==> src/rtl/multicycle_ctrl.sv <==
// Multicycle ARM-subset control unit: main FSM, ALU decode, MUL latency counter
// and combinational datapath strobes derived from state plus live instruction fields.
module multicycle_ctrl #(
    parameter int MUL_LATENCY = 3,
    parameter int ALUCTRL_W   = 3
) (
    input  logic                 clk,
    input  logic                 reset,
    input  logic [1:0]           Op,
    input  logic [5:0]           Funct,
    input  logic [3:0]           Rd,
    input  logic                 IsMul,
    output logic                 PCS,
    output logic                 NextPC,
    output logic                 RegW,
    output logic                 MemW,
    output logic                 IRWrite,
    output logic                 AdrSrc,
    output logic [1:0]           ResultSrc,
    output logic [1:0]           ALUSrcA,
    output logic [1:0]           ALUSrcB,
    output logic [1:0]           ImmSrc,
    output logic [1:0]           RegSrc,
    output logic [1:0]           FlagW,
    output logic [ALUCTRL_W-1:0] ALUControl,
    output logic                 MulBusy
);

    typedef enum logic [3:0] {
        S_FETCH, S_DECODE, S_MEMADR, S_MEMRD, S_MEMWB, S_MEMWR,
        S_EXECR, S_EXECI, S_MULEX, S_ALUWB, S_BRANCH
    } state_t;

    localparam logic [3:0] MUL_LOAD = 4'(MUL_LATENCY - 1);

    state_t     state_q, state_d;
    logic [3:0] cnt_q, cnt_d;
    logic       nowrite_q, nowrite_d;

    logic [3:0] cmd;
    logic [2:0] alu_code;
    logic       cmd_ok, is_cmp, is_addsub;
    logic       alu_op, mul_sel, branch;
    logic [2:0] alu_ctl;

    assign cmd = Funct[4:1];

    always_comb begin
        alu_code  = 3'd0;
        cmd_ok    = 1'b1;
        is_cmp    = 1'b0;
        is_addsub = 1'b0;
        case (cmd)
            4'b0100: begin alu_code = 3'd0; is_addsub = 1'b1; end
            4'b0010: begin alu_code = 3'd1; is_addsub = 1'b1; end
            4'b0000: alu_code = 3'd2;
            4'b1100: alu_code = 3'd3;
            4'b0001: alu_code = 3'd4;
            4'b1010: begin alu_code = 3'd1; is_cmp = 1'b1; end
            default: cmd_ok = 1'b0;
        endcase
    end

    always_ff @(posedge clk) begin
        if (reset) begin
            state_q   <= S_FETCH;
            cnt_q     <= 4'd0;
            nowrite_q <= 1'b0;
        end else begin
            state_q   <= state_d;
            cnt_q     <= cnt_d;
            nowrite_q <= nowrite_d;
        end
    end

    always_comb begin
        state_d   = state_q;
        cnt_d     = cnt_q;
        nowrite_d = nowrite_q;
        case (state_q)
            S_FETCH:  state_d = S_DECODE;
            S_DECODE: begin
                nowrite_d = (Op == 2'b00) & ~IsMul & is_cmp;
                case (Op)
                    2'b01: state_d = S_MEMADR;
                    2'b00: begin
                        if (IsMul) begin
                            state_d = S_MULEX;
                            cnt_d   = MUL_LOAD;
                        end else if (!cmd_ok) state_d = S_FETCH;
                        else if (Funct[5])    state_d = S_EXECI;
                        else                  state_d = S_EXECR;
                    end
                    2'b10:   state_d = S_BRANCH;
                    default: state_d = S_FETCH;
                endcase
            end
            S_MEMADR: state_d = Funct[0] ? S_MEMRD : S_MEMWR;
            S_MEMRD:  state_d = S_MEMWB;
            S_EXECR,
            S_EXECI:  state_d = S_ALUWB;
            S_MULEX: begin
                // counter holds the number of MULEX cycles still to follow
                if (cnt_q == 4'd0) state_d = S_ALUWB;
                else               cnt_d   = cnt_q - 4'd1;
            end
            default:  state_d = S_FETCH;
        endcase
    end

    always_comb begin
        NextPC    = 1'b0;
        RegW      = 1'b0;
        MemW      = 1'b0;
        IRWrite   = 1'b0;
        AdrSrc    = 1'b0;
        ResultSrc = 2'b00;
        ALUSrcA   = 2'b00;
        ALUSrcB   = 2'b00;
        FlagW     = 2'b00;
        alu_op    = 1'b0;
        mul_sel   = 1'b0;
        branch    = 1'b0;
        MulBusy   = 1'b0;
        case (state_q)
            S_FETCH: begin
                IRWrite = 1'b1; NextPC = 1'b1;
                ALUSrcA = 2'b01; ALUSrcB = 2'b10; ResultSrc = 2'b10;
            end
            S_DECODE: begin
                ALUSrcA = 2'b01; ALUSrcB = 2'b10; ResultSrc = 2'b10;
            end
            S_MEMADR: ALUSrcB = 2'b01;
            S_MEMRD:  AdrSrc = 1'b1;
            S_MEMWB:  begin ResultSrc = 2'b01; RegW = 1'b1; end
            S_MEMWR:  begin AdrSrc = 1'b1; MemW = 1'b1; end
            S_EXECR,
            S_EXECI: begin
                ALUSrcB = (state_q == S_EXECI) ? 2'b01 : 2'b00;
                alu_op  = 1'b1;
                FlagW   = is_cmp ? 2'b11 : {Funct[0], Funct[0] & is_addsub};
            end
            S_MULEX: begin
                alu_op  = 1'b1;
                mul_sel = 1'b1;
                MulBusy = 1'b1;
                FlagW   = {Funct[0] & (cnt_q == 4'd0), 1'b0};
            end
            S_ALUWB:  RegW = ~nowrite_q;
            S_BRANCH: begin
                ALUSrcB = 2'b01; ResultSrc = 2'b10; branch = 1'b1;
            end
            default: ;
        endcase
    end

    assign alu_ctl    = !alu_op ? 3'd0 : (mul_sel ? 3'd5 : alu_code);
    assign ALUControl = ALUCTRL_W'(alu_ctl);
    assign PCS        = ((Rd == 4'hF) & RegW) | branch;
    assign ImmSrc     = Op;
    assign RegSrc     = {(Op == 2'b01) & ~Funct[0], Op == 2'b10};

endmodule

==> config.mk <==
export PLATFORM = sky130hd
export DESIGN_NAME = multicycle_ctrl
export DESIGN_NICKNAME = d
export VERILOG_FILES = /design/src/rtl/multicycle_ctrl.sv
export SDC_FILE = /design/constraint.sdc
export NUM_CORES = 1
export LEC_CHECK = 0
export ABC_AREA = 1
export BUFFER_PORTS_ARGS = -buffer_cell sky130_fd_sc_hd__buf_2
export CAP_MARGIN = 5
export CORE_MARGIN = 10
export CORE_UTILIZATION = 40
export CTS_CLUSTER_DIAMETER = 200
export DETAILED_ROUTE_END_ITERATION = 16
export PLACE_DENSITY = 0.7
export SYNTH_ARGS = -nofsm -noshare
export SYNTH_HDL_FRONTEND = slang
export SYNTH_SLANG_ARGS = --single-unit
export TNS_END_PERCENT = 50
==> constraint.sdc <==
create_clock -name clk -period 2.9 [get_ports clk]
set_input_delay 0.87 -clock clk [delete_from_list [all_inputs] [get_ports clk]]
set_output_delay 0.87 -clock clk [all_outputs]
set_load 0.02 [all_outputs]
; ---- Word level (Yosys, flattened, before mapping)
; Index checks and enable logic that the tools add are counted.
[totals]
ff_bits = 9
out_inout_bits = 22
[classes]
n_addsub = 1
eq_ne = 22
n_mux = 30
n_bitwise = 10
n_reduce_logical = 15
[ops]
columns = operator, n
row1 = $eq 4x4->1 const B, 6
row2 = $pmux 4 s6, 1
row3 = $eq 4x3->1 const B, 5
row4 = $mux 4, 5
row5 = $eq 4x2->1 const B, 3
row6 = $logic_not 4->1, 3
row7 = $mux 1, 12
row8 = $mux 3, 4
row9 = $pmux 3 s4, 1
row10 = $pmux 4 s3, 1
row11 = $reduce_or 2->1, 6
row12 = $eq 4x1->1 const B, 2
row13 = $ne 2x2->1 const B, 4
row14 = $pmux 2 s2, 2
row15 = $pmux 4 s2, 1
row16 = $and 1x1->1, 6
row17 = $pmux 2 s3, 1
row18 = $reduce_or 3->1, 2
row19 = $reduce_or 6->1, 1
row20 = $reduce_and 4->1, 1
row21 = $sub 4x1->4 const B, 1
row22 = $not 1->1, 3
row23 = $eq 2x1->1 const B, 1
row24 = $eq 2x2->1 const B, 1
row25 = 5 further kinds, 5

; ---- Logic depth before layout (Yosys ltp)
; Gate-level depths: netlist of the first run.
[logic_depth]
ltp_word = 7
depth_mapped = 10
depth_no_buf = 10

; ---- Worst setup path after synthesis of the first run
; Ideal clock, no wire load.
[synth_timing]
path_type = flip-flop to output port
start = register state_q[1]
end = output PCS
arrival_ns = 1.475
slack_ns = 0.555
path_stages_with_launch = 6
path_buffers = 0
path_cell_list = dfxtp_1 inv_2 nand2_2 o32ai_1 nand3_1 nand2_1
[synth_between]
elab_chain_cells = 4
word_cells_on_any_way = 7
cone_classes = 3 x eq/ne / 2 x mux / 2 x bitwise
[synth_lines]
columns = item, line
row1 = from (decl), 36  ; state_t state_q, state_d;
row2 = from (signal assigned), 70  ; state_q <= state_d;
row3 = $eq 4x4->1 or $eq 4x3->1 (tied branches), 125  ; case (state_q)
row4 = $pmux 1 s2 *, 125
row5 = net RegW, 15  ; output logic RegW,
row6 = $and 1x1->1 *, 159  ; assign PCS = ((Rd == 4'hF) & RegW) | branch;
row7 = $or 1x1->1 *, 159
row8 = to (decl), 13  ; output logic PCS,
; Mark *: on every way through the listed nets, which the timed path passes. The rest lies on a longest branch.

; ---- Worst setup path after layout of the first run
[layout_timing]
start = input Funct[2]
end = output ALUControl[0]
[layout_between]
elab_chain_cells = 5
word_cells_on_any_way = 9
cone_classes = 4 x eq/ne / 3 x mux / 2 x reduce/logical
[layout_lines]
columns = item, line
row1 = from (decl), 10  ; input logic [5:0] Funct,
row2 = $eq 4x2->1 or $eq 4x4->1 (tied branches), 53  ; case (cmd)
row3 = $reduce_or 2->1 (no source line), -
row4 = $pmux 3 s4 *, 53
row5 = $mux 3 * (2 in series), 157  ; assign alu_ctl = !alu_op ? 3'd0 : (mul_sel ? 3'd5 : alu_code);
row6 = to (decl), 25  ; output logic [ALUCTRL_W-1:0] ALUControl,
; Every way passes the cells marked *; elsewhere a longest branch is shown, timed or not.

==> flow_summary_export.csv, run 1 <==
group,metric,value,unit
run_status,status,"complete, no violations",
die,io_pins,37,
die,num_rows,16,
clocking,cts_inserted_buffers,3,
logic_synthesis,synth_cells,141,
timing,fin_crit_sh,87.8,%
logic_synthesis,synth.yosys.warnings,0,
min_path,min_to,"cnt_q[0]$_SDFFE_PP0P_",
clocking,ctsHoldBuffers,0,
clocking,clockBufferDepth,2,
worst_setup_path,path_cells,"buf_2 -> nor2_1 -> nand2_1 -> o21ai_0 -> a21oi_1 -> inv_1 -> buf_2",
clocking,clkLatencyLatePin,0.26,ns
detailed_routing,detail-route-antenna-nets,0,
worst_setup_path,rr_startpoint,"state_q[2]$_SDFFE_PP0P_",
global_route,antenna_found_initial,0,
placement,dpl_cell_area,977,µm²
final_layout,final_layout_size_suffix_gt1_share,27.3,%
timing,max_freq,393,MHz
worst_setup_path,cp_data_required_time,2.03,ns
min_path,hold_path.class,"reg -> reg",
placement,place_congestion,0.827,
die,start_util,41.5,%
final_layout,multi_input_area,483,µm²
logic_synthesis,yosys.area_share.xor_xnor,0,%
clocking,cts_tree,"built",
detailed_routing,first_pass_iters,4,
min_path,hold_start,"cnt_q[0]$_SDFFE_PP0P_",
detailed_routing,wire_per_inst,11.5,µm
die,die_w,64.7,µm
worst_setup_path,rrSetupSlack,1.56,ns
logic_synthesis,synthSimpleGateAreaFrac,41.4,%
final_layout,final_common_cell,"buf_2",
clocking,cts_setup_buffers,0,
timing,rsz0062_at_grt,"false",
detailed_routing,viasPerCell,4.74,
logic_synthesis,syn-cell-area,798,µm²
timing,final.min_clock_period,2.55,ns
worst_setup_path,worstPathMaxFanout,4,
placement,dp_hpwl,1990,µm
worst_setup_path,timing.rr.end,"cnt_q[3]$_SDFFE_PP0P_",
die,core,1920,µm²
worst_setup_path,critPathKind,"in -> out",
global_route,grt.overflow.total,0,
worst_setup_path,max_stage_delay,0.18,ns
timing,final_max_slew_viol_count,0,
placement,portBuffers,35,
clocking,cts.repair.resized,0,
run,maxCapViolCount,0,
timing,skew,0.0105,ns
power,p_per_area,479,nW/µm²
final_layout,final_cell_mix,"buf_2 (35), nand2_1 (31), inv_1 (26)",
power,irDropWorstVdd,0.308,mV
worst_setup_path,cp_common_cell,"buf_2",
final_layout,fillCellCount,231,
global_route,grt_pass1_vias,894,
global_route,grt_max_degree,8,
global_route,grt_usage,11.1,%
worst_setup_path,r2r_cells,8,
final_layout,area.growth.synth_to_final,25.7,%
timing,hold_violations,0,
global_route,grt_pass1_wl,3890,µm
logic_synthesis,ys_seq_elements,9,
clocking,clk_pin_slew,0.06,ns
clocking,cts-root-buf,"clkbuf_4",
final_layout,stdcell_area,1000,µm²
logic_synthesis,yosysSeqAreaShare,22.6,%
detailed_routing,drc,0,
detailed_routing,vias,962,
logic_synthesis,synth_top_family_by_area,"simple AND/OR/NAND/NOR gates",
timing,setup_violations,0,
placement,dp.cells,199,
clocking,h-tree-depth,1,
worst_setup_path,setup.worst_path.end_class,"primary output",
worst_setup_path,arrival,1.68,ns
final_layout,num_antenna_cells,0,
logic_synthesis,synth_adder_area_share,3.13,%
clocking,cts_sinks,9,
final_layout,finalNonFillerCells,203,
logic_synthesis,synth_compound_area_share,15.5,%
power,power_leakage,0.580,nW
detailed_routing,first_iter_violations,25,
logic_synthesis,muxShareOfSynthArea,0,%
final_layout,final_nets,194,
detailed_routing,wirelength,2340,µm
logic_synthesis,yosysUniqueCellTypes,23,
die,die-area,4180,µm²
logic_synthesis,syn-num-nets,158,
min_path,min_path_cells,1,
worst_setup_path,start_kind,"primary input",
worst_setup_path,slowest_stage,"nor2_1",
timing,final.setup.tns,0,ns
logic_synthesis,syn_avg_cell_area,5.66,µm²
die,die_y,64.7,µm
final_layout,seqCellArea,180,µm²
==> worst max-delay path, delay by kind of cell <==
family	cells	cell delay, ns
AO/OA/AOI/OAI	2	0.19
buffers and inverters	3	0.32
AND/OR/NAND/NOR	2	0.30
==> flip-flops by register name, summed over array words and instances (netlist names) <==
name	cells
cnt_q	4
state_q	4
nowrite_q	1
==> Yosys cell counts <==
| cell | n | area (µm²) |
|---|---|---|
| nand2_2 | 4 | 25.0 |
| a31oi_1 | 1 | 6.26 |
| nand3_2 | 1 | 10.0 |
| o21ai_0 | 5 | 25.0 |
| nor2_4 | 1 | 11.3 |
| nand2_1 | 31 | 116 |
| and3_1 | 1 | 6.26 |
| o22ai_1 | 1 | 6.26 |
| a21oi_1 | 11 | 55.1 |
| nor3_1 | 4 | 20.0 |
| nand4_1 | 1 | 6.26 |
| o211ai_1 | 3 | 22.5 |
| inv_1 | 26 | 97.6 |
| o32ai_1 | 1 | 8.76 |
| dfxtp_1 | 9 | 180 |
| inv_2 | 2 | 7.51 |
| buf_4 | 4 | 30.0 |
| conb_1 | 1 | 3.75 |
| nor2_1 | 23 | 86.3 |
| and2_1 | 1 | 6.26 |
| ha_1 | 2 | 25.0 |
| nor2_2 | 2 | 12.5 |
| nand3_1 | 6 | 30.0 |
==> cells by family (layout without fill, tap and decap cells) <==
logic type | after synthesis | after routing
simple gates | 75 | 75
other cells | 1 | 1
flops | 9 | 9
compound gates | 22 | 22
fa+ha+maj | 2 | 2
buf+inv | 32 | 67
==> per-stage QoR <==
stage               total power [mW]  utilization (%)  hold slack [ns]  setup slack (ns)
CTS                            0.484             52.2            0.463             0.351
global placement               0.382             50.8            0.454             0.408
global route                   0.517             52.2            0.491             0.241
finish                         0.480             52.2            0.463             0.353
detailed placement             0.384             50.8            0.448             0.350
floorplan                      0.321                -            0.429             0.555
==> per-layer routing <==
metal,up-vias,routed length [µm],GRT usage (%)
met5,-,0,0
met4,0,16,4.01
met3,4,185,4.64
met2,24,1130,19.2
met1,428,1010,11.9
li1,506,-,-
==> where the power goes <==
part / total [mW] / leakage [nW] / switching (mW) / internal (mW)
Clock: 0.0980 / 0.0150 / 0.0450 / 0.0530
Combinational: 0.229 / 0.492 / 0.156 / 0.0732
Sequential: 0.153 / 0.0733 / 0.0146 / 0.138
Total: 0.480 / 0.580 / 0.216 / 0.265
==> worst max-delay path by stage <==
stage | startpoint | to | cells after the start
after floorplan | state_q[1]$_SDFFE_PP0P_ | PCS | 5
after CTS | Funct[2] | ALUControl[0] | 7
final | Funct[2] | ALUControl[0] | 7
after global placement | Funct[2] | ALUControl[0] | 7
after global routing | Funct[2] | ALUControl[0] | 7
after detailed placement | Funct[2] | ALUControl[0] | 7
==> final cells by class <==
type	instances	share of cell area [%]
multi-input combinational	100	48.1
sequential	9	18.0
inverter	28	10.5
timing repair buffer	35	17.5
tap	27	3.37
clock buffer	4	2.62
(Power assumes the default switching activity.)
==> run 2: changes to the inputs <==
--- a/config.mk
+++ b/config.mk
@@ -11,8 +11,9 @@
 export CORE_MARGIN = 10
 export CORE_UTILIZATION = 40
 export CTS_CLUSTER_DIAMETER = 200
+export CTS_CLUSTER_SIZE = 24
 export DETAILED_ROUTE_END_ITERATION = 16
-export PLACE_DENSITY = 0.7
+export PLACE_DENSITY = 0.71
 export SYNTH_ARGS = -nofsm -noshare
 export SYNTH_HDL_FRONTEND = slang
 export SYNTH_SLANG_ARGS = --single-unit
==> flow_summary_export.csv, run 2 (same netlist as run 1, synthesis figures left out) <==
group,metric,value,unit
global_route,grt_pass1_vias,900,
final_layout,area.growth.synth_to_final,25.7,%
clocking,cts-root-buf,"clkbuf_4",
timing,skew,0.00459,ns
clocking,cts_tree,"built",
power,p_per_area,478,nW/µm²
global_route,grt.overflow.total,0,
clocking,cts_sinks,9,
die,io_pins,37,
power,power_leakage,0.580,nW
power,irDropWorstVdd,0.264,mV
worst_setup_path,cp_data_required_time,2.03,ns
detailed_routing,first_pass_iters,4,
final_layout,stdcell_area,1000,µm²
timing,rsz0062_at_grt,"false",
detailed_routing,first_iter_violations,43,
timing,final.min_clock_period,2.54,ns
clocking,cts_setup_buffers,0,
detailed_routing,drc,0,
run,maxCapViolCount,0,
timing,fin_crit_sh,87.5,%
final_layout,final_common_cell,"buf_2",
detailed_routing,vias,967,
worst_setup_path,rrSetupSlack,1.57,ns
final_layout,finalNonFillerCells,203,
global_route,grt_max_degree,8,
worst_setup_path,timing.rr.end,"cnt_q[3]$_SDFFE_PP0P_",
worst_setup_path,critPathLaunch,"Funct[2]",
die,num_rows,16,
placement,dpl_cell_area,977,µm²
clocking,clockBufferDepth,2,
final_layout,final_nets,194,
detailed_routing,wire_per_inst,11.2,µm
die,die-area,4180,µm²
timing,max_freq,394,MHz
timing,setup_violations,0,
clocking,clk_pin_slew,0.07,ns
worst_setup_path,rr_startpoint,"state_q[2]$_SDFFE_PP0P_",
placement,portBuffers,35,
timing,final_max_slew_viol_count,0,
worst_setup_path,start_kind,"primary input",
final_layout,final_layout_size_suffix_gt1_share,27.3,%
placement,dp.cells,199,
detailed_routing,viasPerCell,4.76,
worst_setup_path,arrival,1.67,ns
min_path,min_path_cells,1,
clocking,cts_inserted_buffers,3,
clocking,h-tree-depth,1,
global_route,grt_pass1_wl,3720,µm
final_layout,largestRegisters,"cnt_q x4, state_q x4, nowrite_q x1",
final_layout,final_cell_mix,"buf_2 (35), nand2_1 (31), inv_1 (26)",
placement,dp_hpwl,1970,µm
global_route,grt_usage,10.6,%
power,finalPower,480,µW
worst_setup_path,setup.worst_path.end_class,"primary output",
run_status,status,"complete, no violations",
detailed_routing,detail-route-antenna-nets,0,
die,die_y,64.7,µm
worst_setup_path,critPathKind,"in -> out",
min_path,hold_path.class,"reg -> reg",
timing,hold_violations,0,
global_route,antenna_found_initial,0,
final_layout,num_antenna_cells,0,
clocking,ctsHoldBuffers,0,
final_layout,fillCellCount,221,
clocking,clkLatencyLatePin,0.26,ns
die,start_util,41.5,%
clocking,cts.repair.resized,0,
timing,final.setup.tns,0,ns
worst_setup_path,worstPathMaxFanout,4,
worst_setup_path,crit_end,"ALUControl[0]",
detailed_routing,wirelength,2280,µm
worst_setup_path,r2r_cells,8,
die,die_w,64.7,µm
placement,place_congestion,0.778,
timing,holdWs,0.478,ns
die,core,1920,µm²
[run 2: worst min-delay path by stage]
stage                               start               endpoint  slack [ns]
floorplan           cnt_q[0]$_SDFFE_PP0P_  cnt_q[0]$_SDFFE_PP0P_        0.43
global placement    cnt_q[0]$_SDFFE_PP0P_  cnt_q[0]$_SDFFE_PP0P_        0.45
detailed placement  cnt_q[0]$_SDFFE_PP0P_  cnt_q[0]$_SDFFE_PP0P_        0.46
CTS                 cnt_q[0]$_SDFFE_PP0P_  cnt_q[0]$_SDFFE_PP0P_        0.47
global route        cnt_q[0]$_SDFFE_PP0P_  cnt_q[0]$_SDFFE_PP0P_        0.51
finish              cnt_q[0]$_SDFFE_PP0P_  cnt_q[0]$_SDFFE_PP0P_        0.48
[run 2: layout make-up]
cell class	instances	area, µm²	share of cell area, %
well taps	27	33.8	3.37
clock buffers	4	26.3	2.62
multi-input cells	100	483	48.1
inverters	28	105	10.5
repair buffers	35	175	17.5
flip-flops and latches	9	180	18.0
[run 2: per-stage QoR]
stage,util [%],setup slack (ns)
after floorplan,-,0.555
after global placement,50.8,0.405
after detailed placement,50.8,0.371
after CTS,52.2,0.368
after global routing,52.2,0.268
final,52.2,0.363
[run 2: critical path, cell delays in order]
cell and delay (ns):
buf_2 0.12, nor2_1 0.18, nand2_1 0.11, o21ai_0 0.09, a21oi_1 0.08, inv_1 0.05
buf_2 0.15
[run 2: power by group]
group	leakage [nW]	internal [mW]	total, mW	switching, mW
Sequential	0.0733	0.138	0.153	0.0143
Clock	0.0150	0.0532	0.100	0.0470
Combinational	0.492	0.0732	0.227	0.154
Total	0.580	0.265	0.480	0.215
[run 2: metal layers]
metal,GRT usage (%),vias up,routed length (µm)
met4,3.21,0,20
met1,10.1,432,916
met2,20.2,21,1190
met5,0,-,0
met3,4.12,5,154
li1,-,509,-
